<file path="config.mk">
export PLATFORM = sky130hd
export DESIGN_NAME = switch_press_decoder
export DESIGN_NICKNAME = d
export VERILOG_FILES = /design/src/rtl/switch_press_decoder.sv
export SDC_FILE = /design/constraint.sdc
export NUM_CORES = 1
export LEC_CHECK = 0
export ABC_AREA = 1
export ABC_CLOCK_PERIOD_IN_PS = 1900
export BUFFER_PORTS_ARGS = -buffer_cell sky130_fd_sc_hd__buf_2
export CORE_MARGIN = 4
export CORE_UTILIZATION = 56
export DETAILED_ROUTE_END_ITERATION = 8
export PLACE_DENSITY = 0.73
export SYNTH_ARGS = -nofsm -noshare
export SYNTH_HDL_FRONTEND = slang
export SYNTH_SLANG_ARGS = --single-unit
</file>
<file path="constraint.sdc">
create_clock -name i_Clk -period 1.9 [get_ports i_Clk]
set_clock_uncertainty 0.2 [all_clocks]
set_input_delay 0.095 -clock i_Clk [delete_from_list [all_inputs] [get_ports i_Clk]]
set_output_delay 0.095 -clock i_Clk [all_outputs]
set_load 0.01 [all_outputs]
</file>
<file path="src/rtl/switch_press_decoder.sv">
// switch_press_decoder
//   Classifies presses of a debounced, already-synchronous switch level into
//   short, long and (optionally) double presses.
//   Each press kind is reported as a registered one-cycle pulse.
//
//   Build option: define SWITCH_PRESS_DOUBLE_EN to enable double-press
//   detection (GAP / HELD2 states and o_Double_Pulse). When the macro is left
//   undefined, a short press is reported on the cycle after its release edge
//   and o_Double_Pulse is tied low.
//
//   LONG_CYCLES : hold length in clocks that makes a press long
//   GAP_CYCLES  : longest release-to-press gap in clocks that still forms a
//                 double press
//   CNT_WIDTH   : shared counter width; 2**CNT_WIDTH must exceed both limits

module switch_press_decoder #(
  parameter int LONG_CYCLES = 12500000,
  parameter int GAP_CYCLES  = 6250000,
  parameter int CNT_WIDTH   = 24
) (
  input  logic i_Clk,
  input  logic i_Rst_L,
  input  logic i_Switch,
  output logic o_Short_Pulse,
  output logic o_Long_Pulse,
  output logic o_Double_Pulse,
  output logic o_Busy
);

  typedef enum logic [2:0] {
    IDLE      = 3'd0,
    HELD      = 3'd1,
    LONG_WAIT = 3'd2,
    GAP       = 3'd3,
    HELD2     = 3'd4
  } state_t;

  // The counter must be able to reach the larger of the two limits.
  localparam int MAX_CYCLES = (LONG_CYCLES > GAP_CYCLES) ? LONG_CYCLES : GAP_CYCLES;

  if ((longint'(1) << CNT_WIDTH) <= longint'(MAX_CYCLES)) begin : g_bad_cnt_width
    $error("switch_press_decoder: CNT_WIDTH too small for LONG_CYCLES/GAP_CYCLES");
  end

  // Terminal counts: the counter reads N-1 on the Nth cycle spent in a state.
  localparam logic [CNT_WIDTH-1:0] LONG_LAST = CNT_WIDTH'(LONG_CYCLES - 1);
`ifdef SWITCH_PRESS_DOUBLE_EN
  localparam logic [CNT_WIDTH-1:0] GAP_LAST  = CNT_WIDTH'(GAP_CYCLES - 1);
`endif

  state_t                 state;
  state_t                 state_nxt;
  logic [CNT_WIDTH-1:0]   count;
  logic                   r_Switch;
  logic                   w_press_edge;
  logic                   w_release_edge;

  logic                   short_nxt;
  logic                   long_nxt;
  logic                   r_short;
  logic                   r_long;
  logic                   r_busy;
`ifdef SWITCH_PRESS_DOUBLE_EN
  logic                   double_nxt;
  logic                   r_double;
`endif

  // Edges compare the live level against last cycle's registered level.
  assign w_press_edge   =  i_Switch & ~r_Switch;
  assign w_release_edge = ~i_Switch &  r_Switch;

  // State register, shared hold/gap counter and previous switch level.
  // NOTE: r_Switch resets to 1 so a switch already held when reset lifts is
  // not mistaken for a fresh press; only its later release is seen (and
  // ignored in IDLE).
  always_ff @(posedge i_Clk or negedge i_Rst_L) begin
    if (!i_Rst_L) begin
      state    <= IDLE;
      count    <= '0;
      r_Switch <= 1'b1;
    end else begin
      // NOTE: non-blocking assignments here so every register samples the
      // pre-edge values of its peers, independent of statement order.
      state    <= state_nxt;
      r_Switch <= i_Switch;
      if (state_nxt != state) begin
        count <= '0;
      end else if (count != '1) begin
        count <= count + CNT_WIDTH'(1);
      end
    end
  end

  // Next-state decode; release beats the long timeout and press beats the
  // gap timeout when both land in the same cycle.
  always_comb begin
    // NOTE: default first so every path assigns state_nxt and no latch forms.
    state_nxt = state;
    unique case (state)
      IDLE: begin
        if (w_press_edge) begin
          state_nxt = HELD;
        end
      end
      HELD: begin
        if (w_release_edge) begin
`ifdef SWITCH_PRESS_DOUBLE_EN
          state_nxt = GAP;
`else
          state_nxt = IDLE;
`endif
        end else if (count == LONG_LAST) begin
          state_nxt = LONG_WAIT;
        end
      end
      LONG_WAIT: begin
        if (w_release_edge) begin
          state_nxt = IDLE;
        end
      end
`ifdef SWITCH_PRESS_DOUBLE_EN
      GAP: begin
        if (w_press_edge) begin
          state_nxt = HELD2;
        end else if (count == GAP_LAST) begin
          state_nxt = IDLE;
        end
      end
      HELD2: begin
        if (w_release_edge) begin
          state_nxt = IDLE;
        end
      end
`endif
      default: begin
        state_nxt = IDLE;
      end
    endcase
  end

  // Pulse decode: which classification fires on this edge, if any. Each
  // condition belongs to exactly one state, so at most one pulse is set.
  always_comb begin
    short_nxt  = 1'b0;
    long_nxt   = 1'b0;
`ifdef SWITCH_PRESS_DOUBLE_EN
    double_nxt = 1'b0;
`endif
    unique case (state)
      HELD: begin
`ifdef SWITCH_PRESS_DOUBLE_EN
        long_nxt  = ~w_release_edge & (count == LONG_LAST);
`else
        short_nxt = w_release_edge;
        long_nxt  = ~w_release_edge & (count == LONG_LAST);
`endif
      end
`ifdef SWITCH_PRESS_DOUBLE_EN
      GAP: begin
        short_nxt = ~w_press_edge & (count == GAP_LAST);
      end
      HELD2: begin
        double_nxt = w_release_edge;
      end
`endif
      default: begin
        short_nxt = 1'b0;
      end
    endcase
  end

  // Registered pulses and busy flag, updated on the same edge as the state.
  always_ff @(posedge i_Clk or negedge i_Rst_L) begin
    if (!i_Rst_L) begin
      r_short  <= 1'b0;
      r_long   <= 1'b0;
      r_busy   <= 1'b0;
`ifdef SWITCH_PRESS_DOUBLE_EN
      r_double <= 1'b0;
`endif
    end else begin
      r_short  <= short_nxt;
      r_long   <= long_nxt;
      r_busy   <= (state_nxt != IDLE);
`ifdef SWITCH_PRESS_DOUBLE_EN
      r_double <= double_nxt;
`endif
    end
  end

  assign o_Short_Pulse  = r_short;
  assign o_Long_Pulse   = r_long;
  assign o_Busy         = r_busy;
`ifdef SWITCH_PRESS_DOUBLE_EN
  assign o_Double_Pulse = r_double;
`else
  assign o_Double_Pulse = 1'b0;
`endif

endmodule

</file>
# After elaboration in Yosys (flattened, before gate mapping)
# Cells that the tools add are included.
dict set report op_classes {
  n_addsub 1
  n_eq_ne 5
  n_mux 9
  bitwise 6
  n_reduce_logical 3
}
# operator count
set op_table {}
lappend op_table {{$mux 24} 2}
lappend op_table {{$add 24x1->24 const B} 1}
lappend op_table {{$eq 24x24->1 const B} 1}
lappend op_table {{$ne 24x24->1 const B} 1}
lappend op_table {{$mux 3} 4}
lappend op_table {{$pmux 3 s3} 1}
lappend op_table {{$and 1x1->1} 3}
lappend op_table {{$eq 3x1->1 const B} 1}
lappend op_table {{$eq 3x2->1 const B} 1}
lappend op_table {{$logic_not 3->1} 1}
lappend op_table {{$ne 3x3->1} 1}
lappend op_table {{$not 1->1} 3}
lappend op_table {{$reduce_bool 3->1} 1}
lappend op_table {{$mux 1} 2}
lappend op_table {{$reduce_bool 2->1} 1}
dict set report word_totals {
  regBits 31
  inputBits 3
  output_inout_bits 4
  elab_cells 30
}

# Depth between registers and ports, before layout
# Gate-level depths: netlist (run 1).
dict set report depth {
  word_depth 6
  mapped_depth 11
  mapped_depth_nobuf 11
}

# Worst setup path before layout (run 1)
# No wires, ideal clock.
dict set report synth_timing {
  kind {reg-to-reg}
  start {reg count[0]}
  end {reg count[16]}
  setup_time_ns 0.071
  arrival_time_ns 1.450
  required_time_ns 1.629
  path_slack_ns 0.178
  path_stages_with_launch 12
  n_path_buf 1
  synth_period_minus_slack_ns 1.722
  path_cell_list {dfrtp_1 -> ha_1 -> nand2_1 -> inv_2 -> nand3_1 -> nor2_1 -> nand3_2 -> nand2_1 -> a21oi_1 -> nand3_2 -> buf_6 -> nor2_1}
}
dict set report synth_via {
  elab_chain_cells 6
  word_cells_on_any_way 10
  cone_classes {add/sub: 1; eq/ne: 3; mux: 5; reduce/logical: 1}
}
# element line
set synth_lines {}
lappend synth_lines {{from (decl)} 53} ;# logic [CNT_WIDTH-1:0] count;
lappend synth_lines {{from (signal assigned)} 89} ;# count <= count + CNT_WIDTH'(1);
lappend synth_lines {{$eq 24x24->1} 112} ;# end else if (count == LONG_LAST) begin
lappend synth_lines {{$mux 3} 112}
lappend synth_lines {{$mux 3} 106} ;# if (w_release_edge) begin
lappend synth_lines {{$pmux 3 s3} 99} ;# unique case (state)
lappend synth_lines {{$ne 3x3->1} 86} ;# if (state_nxt != state) begin
lappend synth_lines {{$mux 24 / $reduce_bool 2->1 (equally long branches)} n/a}
# Parallel ways exist; a longest one is shown, timed or not. The select of a mux whose other input is x is not followed.
# A chain may end at the register's enable or synchronous reset.

# Worst setup path in the final report (run 1)
dict set report layout_timing {
  start {reg count[0]}
  end {reg count[18]}
}
# Same word-level chain as after synthesis.

==> flow_results.xml, run 1 <==
<?xml version="1.0" encoding="UTF-8"?>
<metrics>
  <group name="run_status">
    <metric name="status" unit="">complete, but fails checks</metric>
    <metric name="violations" unit="">setup timing</metric>
  </group>
  <group name="routing">
    <metric name="drtAntennaViolNets" unit="">0</metric>
    <metric name="routed_via_density" unit="">5.054</metric>
    <metric name="drt_iter0_drc" unit="">141</metric>
    <metric name="post-route-drc-count" unit="">0</metric>
    <metric name="routed_wirelength" unit="µm">4048</metric>
    <metric name="wl_per_cell" unit="µm">12.93</metric>
    <metric name="drtPass1Iterations" unit="">4</metric>
    <metric name="detailroute.via_count" unit="">1582</metric>
  </group>
  <group name="timing">
    <metric name="setup-violations-final" unit="">1</metric>
    <metric name="worst_slack" unit="ps">-31.36</metric>
    <metric name="finalHoldViolations" unit="">0</metric>
    <metric name="finalCritPeriodShare" unit="%">101.7</metric>
    <metric name="finalHoldWorstSlack" unit="ps">108.8</metric>
    <metric name="achievable-frequency" unit="MHz">517.8</metric>
    <metric name="fin_crit" unit="ps">1931</metric>
    <metric name="worst-slew-pin-transition" unit="ps">684.0</metric>
    <metric name="max_slew_margin" unit="%">54.40</metric>
    <metric name="setup_repair_after_global_routing_missed_its_margin" unit="">true</metric>
    <metric name="slew_viol_final" unit="">0</metric>
  </group>
  <group name="global_routing">
    <metric name="pin_count_of_the_biggest_net_entering_global_routing" unit="">32</metric>
    <metric name="grt_overflow" unit="">0</metric>
    <metric name="grt_use_total" unit="%">20.46</metric>
    <metric name="grt_antenna_before_repair" unit="">0</metric>
    <metric name="via_count_of_the_first_global_routing_pass" unit="">1499</metric>
    <metric name="grt_first_pass_wirelength" unit="µm">6589</metric>
  </group>
  <group name="logic_synthesis">
    <metric name="synth_warnings" unit="">0</metric>
    <metric name="postSynthCellCount" unit="">233</metric>
    <metric name="synthTopCellsByArea" unit="">sky130_fd_sc_hd__dfrtp_1 (41%), sky130_fd_sc_hd__nand2_1 (8.5%), sky130_fd_sc_hd__nor2_1 (7.9%)</metric>
    <metric name="synthDistinctLibCells" unit="">28</metric>
    <metric name="synthesis_stage_register_bit_count" unit="">31</metric>
    <metric name="synth.top_cell.area_share" unit="%">41.49</metric>
    <metric name="post_synth_instance_area" unit="µm²">1809</metric>
    <metric name="post_synth.cell_area_avg" unit="µm²">7.765</metric>
    <metric name="seq_area_frac_synth" unit="%">42.95</metric>
    <metric name="yosysTopAreaCell" unit="">sky130_fd_sc_hd__dfrtp_1</metric>
  </group>
  <group name="clock_network">
    <metric name="cts_inserted_buffers" unit="">5</metric>
    <metric name="worstSkewPairLatency" unit="ps">350</metric>
    <metric name="numClockSinks" unit="">31</metric>
    <metric name="cts_root_buf" unit="">sky130_fd_sc_hd__clkbuf_4</metric>
    <metric name="cts_tree" unit="">done</metric>
    <metric name="path_clk_slew" unit="ps">110</metric>
    <metric name="postCtsSetupRepairBufs" unit="">0</metric>
    <metric name="max-clock-path-buffers" unit="">2</metric>
    <metric name="cts_htree_levels" unit="">2</metric>
  </group>
  <group name="setup_path">
    <metric name="timing.rr.start" unit="">count[0]</metric>
    <metric name="worst-r2r-cell-count" unit="">11</metric>
    <metric name="worst_path_max_delay_cell" unit="">sky130_fd_sc_hd__dfrtp_1</metric>
    <metric name="setup.worst_path.start_class" unit="">flop</metric>
    <metric name="crit_path_cell_trace" unit="">ha_2, nand2_2, inv_4, nand3_2, nor2_2, nand3_2, nand2_2, a21oi_2, nand3_4, clkbuf_16, nor2_1</metric>
    <metric name="worst_path_dominant_cell_family" unit="">simple AND/OR/NAND/NOR gates</metric>
    <metric name="worst-endpoint-required" unit="ps">1960</metric>
    <metric name="slowest_delay" unit="ps">400</metric>
    <metric name="worst_flop_to_flop_path_endpoint" unit="">count[18]</metric>
    <metric name="path_buf_inv" unit="">2</metric>
    <metric name="worstSetupEndpointType" unit="">flop</metric>
    <metric name="reg2reg_setup_slack" unit="ps">-30</metric>
    <metric name="worst-endpoint-arrival" unit="ps">1990</metric>
    <metric name="crit_fanout" unit="">12</metric>
    <metric name="path_class" unit="">flop to flop</metric>
  </group>
  <group name="place">
    <metric name="gp_congestion" unit="">0.8926</metric>
    <metric name="placement.io_buffers" unit="">5</metric>
    <metric name="detailed_place_hpwl" unit="µm">2695</metric>
  </group>
  <group name="floorplanning">
    <metric name="dieHeight" unit="µm">64.84</metric>
    <metric name="floorplan.die_area" unit="µm²">4204</metric>
    <metric name="core_area" unit="µm²">3078</metric>
    <metric name="floorplan.die.width" unit="µm">64.84</metric>
    <metric name="row_count" unit="">20</metric>
    <metric name="floorplan.initialDensity" unit="%">58.78</metric>
    <metric name="io_pins" unit="">7</metric>
  </group>
  <group name="final_layout">
    <metric name="nets" unit="">272</metric>
    <metric name="finish.utilization" unit="%">73.90</metric>
    <metric name="final.fill_count" unit="">249</metric>
    <metric name="final_layout_size_suffix_gt1_share" unit="%">30.48</metric>
    <metric name="flow.area_growth_from_synthesis" unit="%">25.73</metric>
    <metric name="insertedDiodeCount" unit="">0</metric>
  </group>
  <group name="power_and_ir_drop">
    <metric name="power_per_cell_area" unit="nW/µm²">601.0</metric>
    <metric name="power.static_leakage" unit="µW">0.001039</metric>
    <metric name="vdd_drop_max" unit="mV">0.6108</metric>
  </group>
  <group name="flow_run">
    <metric name="maxCapViolCount" unit="">0</metric>
  </group>
  <group name="worst_hold_path">
    <metric name="hold_path_class" unit="">input port to async pin</metric>
  </group>
</metrics>
## per-layer routing
metal | track usage (%) | up-vias | wire (µm)
li1 | - | 804 | -
met1 | 26.75 | 736 | 1800
met2 | 32.57 | 35 | 1991
met3 | 5.199 | 7 | 204
met4 | 7.388 | 0 | 52
met5 | 0 | - | 0
## layout by cell type, fill, tap and decap left out, drive strengths merged, types with 6 or more instances in the layout
cell	n
nand2	48
clkbuf	8
nand4	6
nor3	9
nor2	45
o21ai	8
inv	33
buf	27
dfrtp	30
nand3	26
xor2	12
## area by class of cell
| cell class | count | area [µm²] | area share, % |
|---|---|---|---|
| inverter | 33 | 126.4 | 5.556 |
| clock buffer | 6 | 51.30 | 2.255 |
| multi-input combinational | 166 | 957.2 | 42.08 |
| sequential | 31 | 777.0 | 34.16 |
| timing repair buffer | 31 | 272.8 | 11.99 |
| tap | 44 | 55.05 | 2.420 |
| clock inverter | 2 | 35.03 | 1.540 |
## worst max path at each step
stage / start / endpoint / slack, ps / depth (start not counted)
final: count[0] / count[18] / -30 / 11
after global routing: count[1] / count[18] / -110 / 11
after CTS: count[0] / count[4] / 20 / 11
after detailed placement: count[0] / count[4] / 50 / 11
after global placement: count[0] / count[8] / 90 / 11
after floorplan: count[0] / count[16] / 180 / 11
## report_power, final
part,internal (µW),switching [µW],total (µW)
Clock,311,243,554
Combinational,53.9,79.7,134
Sequential,672,6.64,679
## Yosys cell counts
master                      n
sky130_fd_sc_hd__nand3b_1   1
sky130_fd_sc_hd__conb_1     1
sky130_fd_sc_hd__o21bai_1   1
sky130_fd_sc_hd__nor3_4     1
sky130_fd_sc_hd__ha_1       1
sky130_fd_sc_hd__nand3_1   23
sky130_fd_sc_hd__inv_2      3
sky130_fd_sc_hd__dfrtp_1   30
sky130_fd_sc_hd__nor3_2     1
sky130_fd_sc_hd__nand2_1   41
sky130_fd_sc_hd__a21oi_1    2
sky130_fd_sc_hd__buf_6      3
sky130_fd_sc_hd__nand2_2    7
sky130_fd_sc_hd__nand3_2    3
sky130_fd_sc_hd__xor2_1    12
sky130_fd_sc_hd__o21ai_2    1
sky130_fd_sc_hd__nand4_1    6
sky130_fd_sc_hd__inv_1     30
sky130_fd_sc_hd__nor2_2     5
sky130_fd_sc_hd__buf_4      1
sky130_fd_sc_hd__nor2_4     2
sky130_fd_sc_hd__dfstp_2    1
sky130_fd_sc_hd__nor4_1     3
sky130_fd_sc_hd__xnor2_1    1
sky130_fd_sc_hd__a21boi_2   1
sky130_fd_sc_hd__o21ai_0    7
sky130_fd_sc_hd__nor3_1     7
sky130_fd_sc_hd__nor2_1    38
## registers in the layout (all words and copies together) (netlist names)
register       count
o_Short_Pulse      1
r_Switch           1
o_Long_Pulse       1
state              3
o_Busy             1
count             24
## cell families (layout without fill, tap and decap cells)
logic type               count (synthesis)  count (layout)  synth area share [%]
other                                    1               2                0.2073
adder cells (fa/ha/maj)                  1               1                0.6915
AND/OR/NAND/NOR                        138             138                 36.72
flip-flops                              31              31                 42.95
buffers and inverters                   37              72                 9.129
XOR/XNOR                                13              13                 6.293
AO/OA/AOI/OAI                           12              12                 4.011
## worst reg2reg max path, stage by stage, from the launching register on
cell	delay, ps
sky130_fd_sc_hd__dfrtp_1	400
sky130_fd_sc_hd__ha_2	190
sky130_fd_sc_hd__nand2_2	80
sky130_fd_sc_hd__inv_4	50
sky130_fd_sc_hd__nand3_2	60
sky130_fd_sc_hd__nor2_2	40
sky130_fd_sc_hd__nand3_2	90
sky130_fd_sc_hd__nand2_2	90
sky130_fd_sc_hd__a21oi_2	180
sky130_fd_sc_hd__nand3_4	140
sky130_fd_sc_hd__clkbuf_16	210
sky130_fd_sc_hd__nor2_1	130
## stage by stage
step / power (µW) / TNS (ps) / area [µm²] / setup WS (ps) / cells
floorplan: 754.2 / 0 / 1813 / 178.5 / 234
global placement: 781.1 / 0 / 2029 / 89.58 / 301
detailed placement: 784.3 / 0 / 2029 / 45.37 / 301
CTS: 1341 / 0 / 2136 / 15.54 / 311
global route: 1433 / -2045 / 2275 / -114.3 / 313
finish: 1367 / -31.36 / 2275 / -31.36 / 313
## what timing repair did
| action | CTS | global route |
|---|---|---|
| endpoints found under the setup margin | 0 | 24 |
| endpoints found under the hold margin | 36 | 0 |
| gates resized for setup | 0 | 25 |
| hold buffers | 2 | 0 |
No activity file was read; power rests on OpenSTA's default activity.
==> inputs of run 2 (changes only) <==
- CAP_MARGIN: not set -> 5
- RECOVER_POWER: not set -> 25
==> flow_results.xml, run 2 (synthesis results as in run 1) <==
<?xml version="1.0" encoding="UTF-8"?>
<metrics>
  <group name="global_routing">
    <metric name="gr-max-usage-layer" unit="">met2</metric>
    <metric name="grt_antenna_before_repair" unit="">0</metric>
    <metric name="use_met1" unit="%">26.75</metric>
    <metric name="pin_count_of_the_biggest_net_entering_global_routing" unit="">32</metric>
    <metric name="grt_overflow" unit="">0</metric>
    <metric name="via_count_of_the_first_global_routing_pass" unit="">1499</metric>
    <metric name="use_met3" unit="%">5.199</metric>
    <metric name="grt_use_total" unit="%">20.46</metric>
    <metric name="grtUsageMet2" unit="%">32.57</metric>
    <metric name="grt_first_pass_wirelength" unit="µm">6589</metric>
  </group>
  <group name="setup_path">
    <metric name="worstSetupEndpointType" unit="">flop</metric>
    <metric name="worst_path_dominant_cell_family" unit="">simple AND/OR/NAND/NOR gates</metric>
    <metric name="worst_path_max_delay_cell" unit="">sky130_fd_sc_hd__dfrtp_1</metric>
    <metric name="timing.rr.start" unit="">count[0]</metric>
    <metric name="worst-endpoint-required" unit="ps">1960</metric>
    <metric name="worst_flop_to_flop_path_endpoint" unit="">count[18]</metric>
    <metric name="path_class" unit="">flop to flop</metric>
    <metric name="crit_path_end" unit="">count[18]</metric>
    <metric name="crit_path_cell_trace" unit="">ha_2, nand2_2, inv_4, nand3_2, nor2_2, nand3_2, nand2_2, a21oi_2, nand3_4, clkbuf_16, nor2_1</metric>
    <metric name="critical_path_depth" unit="">11</metric>
    <metric name="worst-r2r-cell-count" unit="">11</metric>
    <metric name="worst_setup_path_startpoint" unit="">count[0]</metric>
    <metric name="slowest_delay" unit="ps">400</metric>
    <metric name="worst-endpoint-arrival" unit="ps">1990</metric>
    <metric name="reg2reg_setup_slack" unit="ps">-30</metric>
    <metric name="setup.worst_path.start_class" unit="">flop</metric>
    <metric name="path_buf_inv" unit="">2</metric>
    <metric name="crit_fanout" unit="">12</metric>
  </group>
  <group name="final_layout">
    <metric name="largest_register_ffs" unit="">24</metric>
    <metric name="layout_commonest_cell" unit="">sky130_fd_sc_hd__nand2_1</metric>
    <metric name="insertedDiodeCount" unit="">0</metric>
    <metric name="largest_registers" unit="">count: 24 flops, state: 3 flops</metric>
    <metric name="finalInstanceArea" unit="µm²">2273</metric>
    <metric name="largest_register" unit="">count</metric>
    <metric name="final_layout_size_suffix_gt1_share" unit="%">30.11</metric>
    <metric name="instances_no_fill" unit="">313</metric>
    <metric name="layout.cells.most_common_list" unit="">sky130_fd_sc_hd__nand2_1 (39), sky130_fd_sc_hd__inv_1 (30), sky130_fd_sc_hd__dfrtp_1 (30)</metric>
    <metric name="flow.area_growth_from_synthesis" unit="%">25.66</metric>
    <metric name="nets" unit="">272</metric>
  </group>
  <group name="timing">
    <metric name="slew_viol_final" unit="">0</metric>
    <metric name="fin_crit" unit="ps">1931</metric>
    <metric name="setup_repair_after_global_routing_missed_its_margin" unit="">true</metric>
    <metric name="max_slew_margin" unit="%">49.25</metric>
    <metric name="worst_slack" unit="ps">-31.38</metric>
    <metric name="achievable-frequency" unit="MHz">517.8</metric>
    <metric name="finalHoldViolations" unit="">0</metric>
    <metric name="setup-violations-final" unit="">1</metric>
    <metric name="finalCritPeriodShare" unit="%">101.7</metric>
    <metric name="worst-slew-pin-transition" unit="ps">761.2</metric>
    <metric name="finalHoldWorstSlack" unit="ps">136.0</metric>
  </group>
  <group name="floorplanning">
    <metric name="core_area" unit="µm²">3078</metric>
    <metric name="io_pins" unit="">7</metric>
    <metric name="row_count" unit="">20</metric>
    <metric name="dieHeight" unit="µm">64.84</metric>
    <metric name="floorplan.die_area" unit="µm²">4204</metric>
    <metric name="floorplan.initialDensity" unit="%">58.78</metric>
    <metric name="floorplan.die.width" unit="µm">64.84</metric>
  </group>
  <group name="clock_network">
    <metric name="postCtsSetupRepairBufs" unit="">0</metric>
    <metric name="numClockSinks" unit="">31</metric>
    <metric name="max-clock-path-buffers" unit="">2</metric>
    <metric name="worstSkewPairLatency" unit="ps">350</metric>
    <metric name="cts_root_buf" unit="">sky130_fd_sc_hd__clkbuf_4</metric>
    <metric name="path_clk_slew" unit="ps">110</metric>
    <metric name="cts_tree" unit="">done</metric>
    <metric name="cts_inserted_buffers" unit="">5</metric>
    <metric name="cts_htree_levels" unit="">2</metric>
  </group>
  <group name="place">
    <metric name="place_inst" unit="">301</metric>
    <metric name="preCtsSetupSlack" unit="ps">45.37</metric>
    <metric name="placement_stage_cell_area" unit="µm²">2029</metric>
    <metric name="placement.io_buffers" unit="">5</metric>
    <metric name="gp_congestion" unit="">0.8926</metric>
    <metric name="detailed_place_hpwl" unit="µm">2695</metric>
  </group>
  <group name="routing">
    <metric name="drt_iter0_drc" unit="">141</metric>
    <metric name="routed_wirelength" unit="µm">4047</metric>
    <metric name="routed_via_density" unit="">5.054</metric>
    <metric name="post-route-drc-count" unit="">0</metric>
    <metric name="detailroute.via_count" unit="">1582</metric>
    <metric name="drtPass1Iterations" unit="">4</metric>
    <metric name="wl_per_cell" unit="µm">12.93</metric>
    <metric name="drtAntennaViolNets" unit="">0</metric>
  </group>
  <group name="worst_hold_path">
    <metric name="hold_path_class" unit="">input port to async pin</metric>
  </group>
  <group name="run_status">
    <metric name="status" unit="">complete, but fails checks</metric>
    <metric name="violations" unit="">setup timing</metric>
  </group>
  <group name="power_and_ir_drop">
    <metric name="power.static_leakage" unit="µW">0.001036</metric>
    <metric name="power_per_cell_area" unit="nW/µm²">601.2</metric>
    <metric name="vdd_drop_max" unit="mV">0.6108</metric>
  </group>
  <group name="flow_run">
    <metric name="maxCapViolCount" unit="">0</metric>
  </group>
</metrics>
==> run 2: where the power goes <==
part           internal [µW]  switching, µW  leakage [µW]  total [µW]
clock                    311            244     0.0000482         554
sequential               672           6.64      0.000424         679
combinational           53.6           79.8      0.000564         133
total                   1040            330       0.00104        1370
==> run 2: per-stage QoR <==
stage | TNS [ps] | util [%] | total power, µW
6_report | -31.38 | 73.86 | 1367
5_1_grt | -2045 | 73.86 | 1433
4_1_cts | 0 | 69.39 | 1341
3_5_place_dp | 0 | 65.94 | 784.3
3_3_place_gp | 0 | 65.94 | 781.1
2_1_floorplan | 0 | - | 754.2
==> run 2: worst reg2reg max path, stage by stage, from the launching register on <==
cell	delay, ps
sky130_fd_sc_hd__dfrtp_1	400
sky130_fd_sc_hd__ha_2	190
sky130_fd_sc_hd__nand2_2	80
sky130_fd_sc_hd__inv_4	50
sky130_fd_sc_hd__nand3_2	60
sky130_fd_sc_hd__nor2_2	40
sky130_fd_sc_hd__nand3_2	90
sky130_fd_sc_hd__nand2_2	90
sky130_fd_sc_hd__a21oi_2	180
sky130_fd_sc_hd__nand3_4	140
sky130_fd_sc_hd__clkbuf_16	210
sky130_fd_sc_hd__nor2_1	130
==> run 2: area by class of cell <==
cell class	count	area, µm²
tap	44	55.05
inverter	33	126.4
sequential	31	777.0
fill	250	804.5
multi-input combinational	166	957.2
timing repair buffer	31	271.5
clock inverter	2	35.03
clock buffer	6	51.30
==> run 2: how the worst min path moves through the flow <==
stage	endpoint	cells after the start	start	slack [ps]
3_5_place_dp	count[13]	1	i_Rst_L	-20
3_3_place_gp	count[10]	1	i_Rst_L	-30
2_1_floorplan	count[0]	0	i_Rst_L	-400
6_report	count[13]	2	i_Rst_L	140
4_1_cts	count[13]	2	i_Rst_L	130
5_1_grt	r_Switch	2	i_Switch	180
==> run 2: per-layer routing <==
metal	wire, µm	part of all wire [%]	vias up
li1	-	-	804
met1	1799	44	736
met2	1991	49	35
met3	204	5.0	7
met4	52	1.3	0
met5	0	0	-
==> run 2: what timing repair did <==
action	CTS	global route
hold buffers	2	0
hold endpoints to repair	36	0
gates resized for setup	0	25
setup endpoints to repair	0	24
==> inputs of run 3 (changes only) <==
- CORE_UTILIZATION: 56 -> 30
- PLACE_DENSITY: 0.73 -> not set
==> flow_results.xml, run 3 (synthesis results as in run 1) <==
<?xml version="1.0" encoding="UTF-8"?>
<metrics>
  <group name="clock_network">
    <metric name="worstSkewPairLatency" unit="ps">280</metric>
    <metric name="max-clock-path-buffers" unit="">2</metric>
    <metric name="cts_root_buf" unit="">sky130_fd_sc_hd__clkbuf_8</metric>
    <metric name="cts_htree_levels" unit="">2</metric>
    <metric name="cts_inserted_buffers" unit="">5</metric>
    <metric name="path_clk_slew" unit="ps">70</metric>
    <metric name="numClockSinks" unit="">31</metric>
    <metric name="cts_tree" unit="">done</metric>
  </group>
  <group name="floorplanning">
    <metric name="floorplan.initialDensity" unit="%">30.74</metric>
    <metric name="floorplan.die.width" unit="µm">85.66</metric>
    <metric name="row_count" unit="">28</metric>
    <metric name="dieHeight" unit="µm">85.66</metric>
    <metric name="core_area" unit="µm²">5886</metric>
    <metric name="io_pins" unit="">7</metric>
    <metric name="floorplan.die_area" unit="µm²">7338</metric>
  </group>
  <group name="routing">
    <metric name="drt_iter0_drc" unit="">71</metric>
    <metric name="wl_per_cell" unit="µm">12.34</metric>
    <metric name="drtAntennaViolNets" unit="">0</metric>
    <metric name="routed_via_density" unit="">4.586</metric>
    <metric name="drtPass1Iterations" unit="">4</metric>
    <metric name="post-route-drc-count" unit="">0</metric>
    <metric name="detailroute.via_count" unit="">1550</metric>
    <metric name="routed_wirelength" unit="µm">4172</metric>
  </group>
  <group name="global_routing">
    <metric name="pin_count_of_the_biggest_net_entering_global_routing" unit="">32</metric>
    <metric name="grt_first_pass_wirelength" unit="µm">7044</metric>
    <metric name="via_count_of_the_first_global_routing_pass" unit="">1572</metric>
    <metric name="grt_overflow" unit="">0</metric>
    <metric name="grt_antenna_before_repair" unit="">0</metric>
    <metric name="grt_use_total" unit="%">11.87</metric>
  </group>
  <group name="timing">
    <metric name="slew_viol_final" unit="">0</metric>
    <metric name="finalHoldViolations" unit="">0</metric>
    <metric name="setup_repair_after_global_routing_missed_its_margin" unit="">true</metric>
    <metric name="achievable-frequency" unit="MHz">523.6</metric>
    <metric name="worst-slew-pin-transition" unit="ps">773.6</metric>
    <metric name="max_slew_margin" unit="%">48.42</metric>
    <metric name="setup-violations-final" unit="">8</metric>
    <metric name="worst_slack" unit="ps">-9.776</metric>
    <metric name="fin_crit" unit="ps">1910</metric>
    <metric name="finalCritPeriodShare" unit="%">100.5</metric>
  </group>
  <group name="final_layout">
    <metric name="finish.utilization" unit="%">41.75</metric>
    <metric name="final_layout_size_suffix_gt1_share" unit="%">35.36</metric>
    <metric name="nets" unit="">266</metric>
    <metric name="layout_commonest_cell" unit="">sky130_fd_sc_hd__nand2_1</metric>
    <metric name="final.fill_count" unit="">594</metric>
    <metric name="flow.area_growth_from_synthesis" unit="%">35.82</metric>
    <metric name="largest_register" unit="">count</metric>
    <metric name="instances_no_fill" unit="">338</metric>
    <metric name="insertedDiodeCount" unit="">0</metric>
    <metric name="largest_register_ffs" unit="">24</metric>
    <metric name="largest_registers" unit="">count: 24 flops, state: 3 flops</metric>
    <metric name="layout.cells.most_common_list" unit="">sky130_fd_sc_hd__nand2_1 (39), sky130_fd_sc_hd__inv_1 (30), sky130_fd_sc_hd__dfrtp_1 (29)</metric>
  </group>
  <group name="setup_path">
    <metric name="crit_fanout" unit="">6</metric>
    <metric name="setup.worst_path.start_class" unit="">flop</metric>
    <metric name="worstSetupEndpointType" unit="">flop</metric>
    <metric name="worst-endpoint-required" unit="ps">1860</metric>
    <metric name="path_class" unit="">flop to flop</metric>
    <metric name="worst-endpoint-arrival" unit="ps">1870</metric>
  </group>
  <group name="power_and_ir_drop">
    <metric name="power.share.combinational" unit="%">10.8</metric>
    <metric name="power.share.clock" unit="%">44.3</metric>
    <metric name="p_int" unit="µW">1164</metric>
    <metric name="design_power_total" unit="µW">1515</metric>
    <metric name="power.static_leakage" unit="µW">0.001034</metric>
    <metric name="power.share.sequential" unit="%">44.9</metric>
    <metric name="swShare" unit="%">23.13</metric>
    <metric name="net_switching_power_figure" unit="µW">350.3</metric>
    <metric name="power_per_cell_area" unit="nW/µm²">616.4</metric>
    <metric name="vdd_drop_max" unit="mV">0.2881</metric>
  </group>
  <group name="run_status">
    <metric name="status" unit="">complete, but fails checks</metric>
    <metric name="violations" unit="">setup timing</metric>
  </group>
  <group name="flow_run">
    <metric name="maxCapViolCount" unit="">0</metric>
  </group>
  <group name="place">
    <metric name="place_inst" unit="">324</metric>
    <metric name="detailed_place_hpwl" unit="µm">2813</metric>
    <metric name="placement.io_buffers" unit="">5</metric>
    <metric name="gp_congestion" unit="">0.8850</metric>
  </group>
  <group name="worst_hold_path">
    <metric name="hold_path_class" unit="">input port to async pin</metric>
  </group>
</metrics>
[run 3: layer usage]
layer  up-vias  GRT usage, %  wire length (µm)
met5         -             0                 0
met4         0         3.022                51
met3         9         3.362               121
met2        21         20.34              2108
met1       729         14.68              1890
li1        791             -                 -
[run 3: area by class of cell]
| cell class | count | area, µm² | share of cell area (%) |
|---|---|---|---|
| inverter | 33 | 123.9 | 5.041 |
| clock inverter | 2 | 35.03 | 1.426 |
| timing repair buffer | 25 | 247.7 | 10.08 |
| tap | 75 | 93.84 | 3.819 |
| multi-input combinational | 166 | 1096 | 44.60 |
| clock buffer | 6 | 82.58 | 3.360 |
| sequential | 31 | 778.2 | 31.67 |
[run 3: worst paths after layout]
| path | startpoint | to | slack, ps | cells after the start |
|---|---|---|---|---|
| min in group i_Clk | i_Switch | r_Switch | 250 | 2 |
| max in group asynchronous | i_Rst_L | count[8] | 740 | 2 |
| max | count[0] | count[15] | -10 | 11 |
| min reg2reg | r_Switch | o_Short_Pulse | 330 | 2 |
| max reg2reg | count[0] | count[15] | -10 | 11 |
| min | i_Rst_L | o_Short_Pulse | 220 | 2 |
[run 3: metrics by stage]
step                      hold WS (ps)  TNS [ps]  instance area (µm²)  setup WS [ps]
after global placement          -20.95         0                 2033          107.8
after global routing             259.5     -2458                 2457         -119.0
after detailed placement        -16.37         0                 2033          16.20
after CTS                        215.6         0                 2175          2.871
after floorplan                 -400.6         0                 1813          178.5
final                            218.1    -29.62                 2457         -9.776
[run 3: power by group through the flow]
stage | Combinational, µW | Clock, µW | Sequential [µW]
after floorplan | 62.8 | 0 | 691
after global placement | 101 | 0 | 691
after global routing | 180 | 730 | 681
final | 164 | 671 | 680
after CTS | 109 | 690 | 679
after detailed placement | 104 | 0 | 691
[run 3: repair_timing]
item | CTS | global route
gates resized for setup | 1 | 58
buffers inserted | 0 | 2
hold buffers | 2 | 0
gates cloned | 0 | 2
endpoints found under the hold margin | 32 | 0
setup endpoints to repair | 2 | 25
pin swaps | 1 | 7
[run 3: worst max-delay path: stages, from the launching register on]
cell                        delay, ps
sky130_fd_sc_hd__dfrtp_1          360
sky130_fd_sc_hd__ha_2             180
sky130_fd_sc_hd__nand2_1           60
sky130_fd_sc_hd__inv_2             70
sky130_fd_sc_hd__nand3_2           80
sky130_fd_sc_hd__nor2_4           130
sky130_fd_sc_hd__nand3_4          100
sky130_fd_sc_hd__nor2_4           130
sky130_fd_sc_hd__nand3_2           90
sky130_fd_sc_hd__nand3_4          170
sky130_fd_sc_hd__clkbuf_16        180
sky130_fd_sc_hd__nor2_1            40
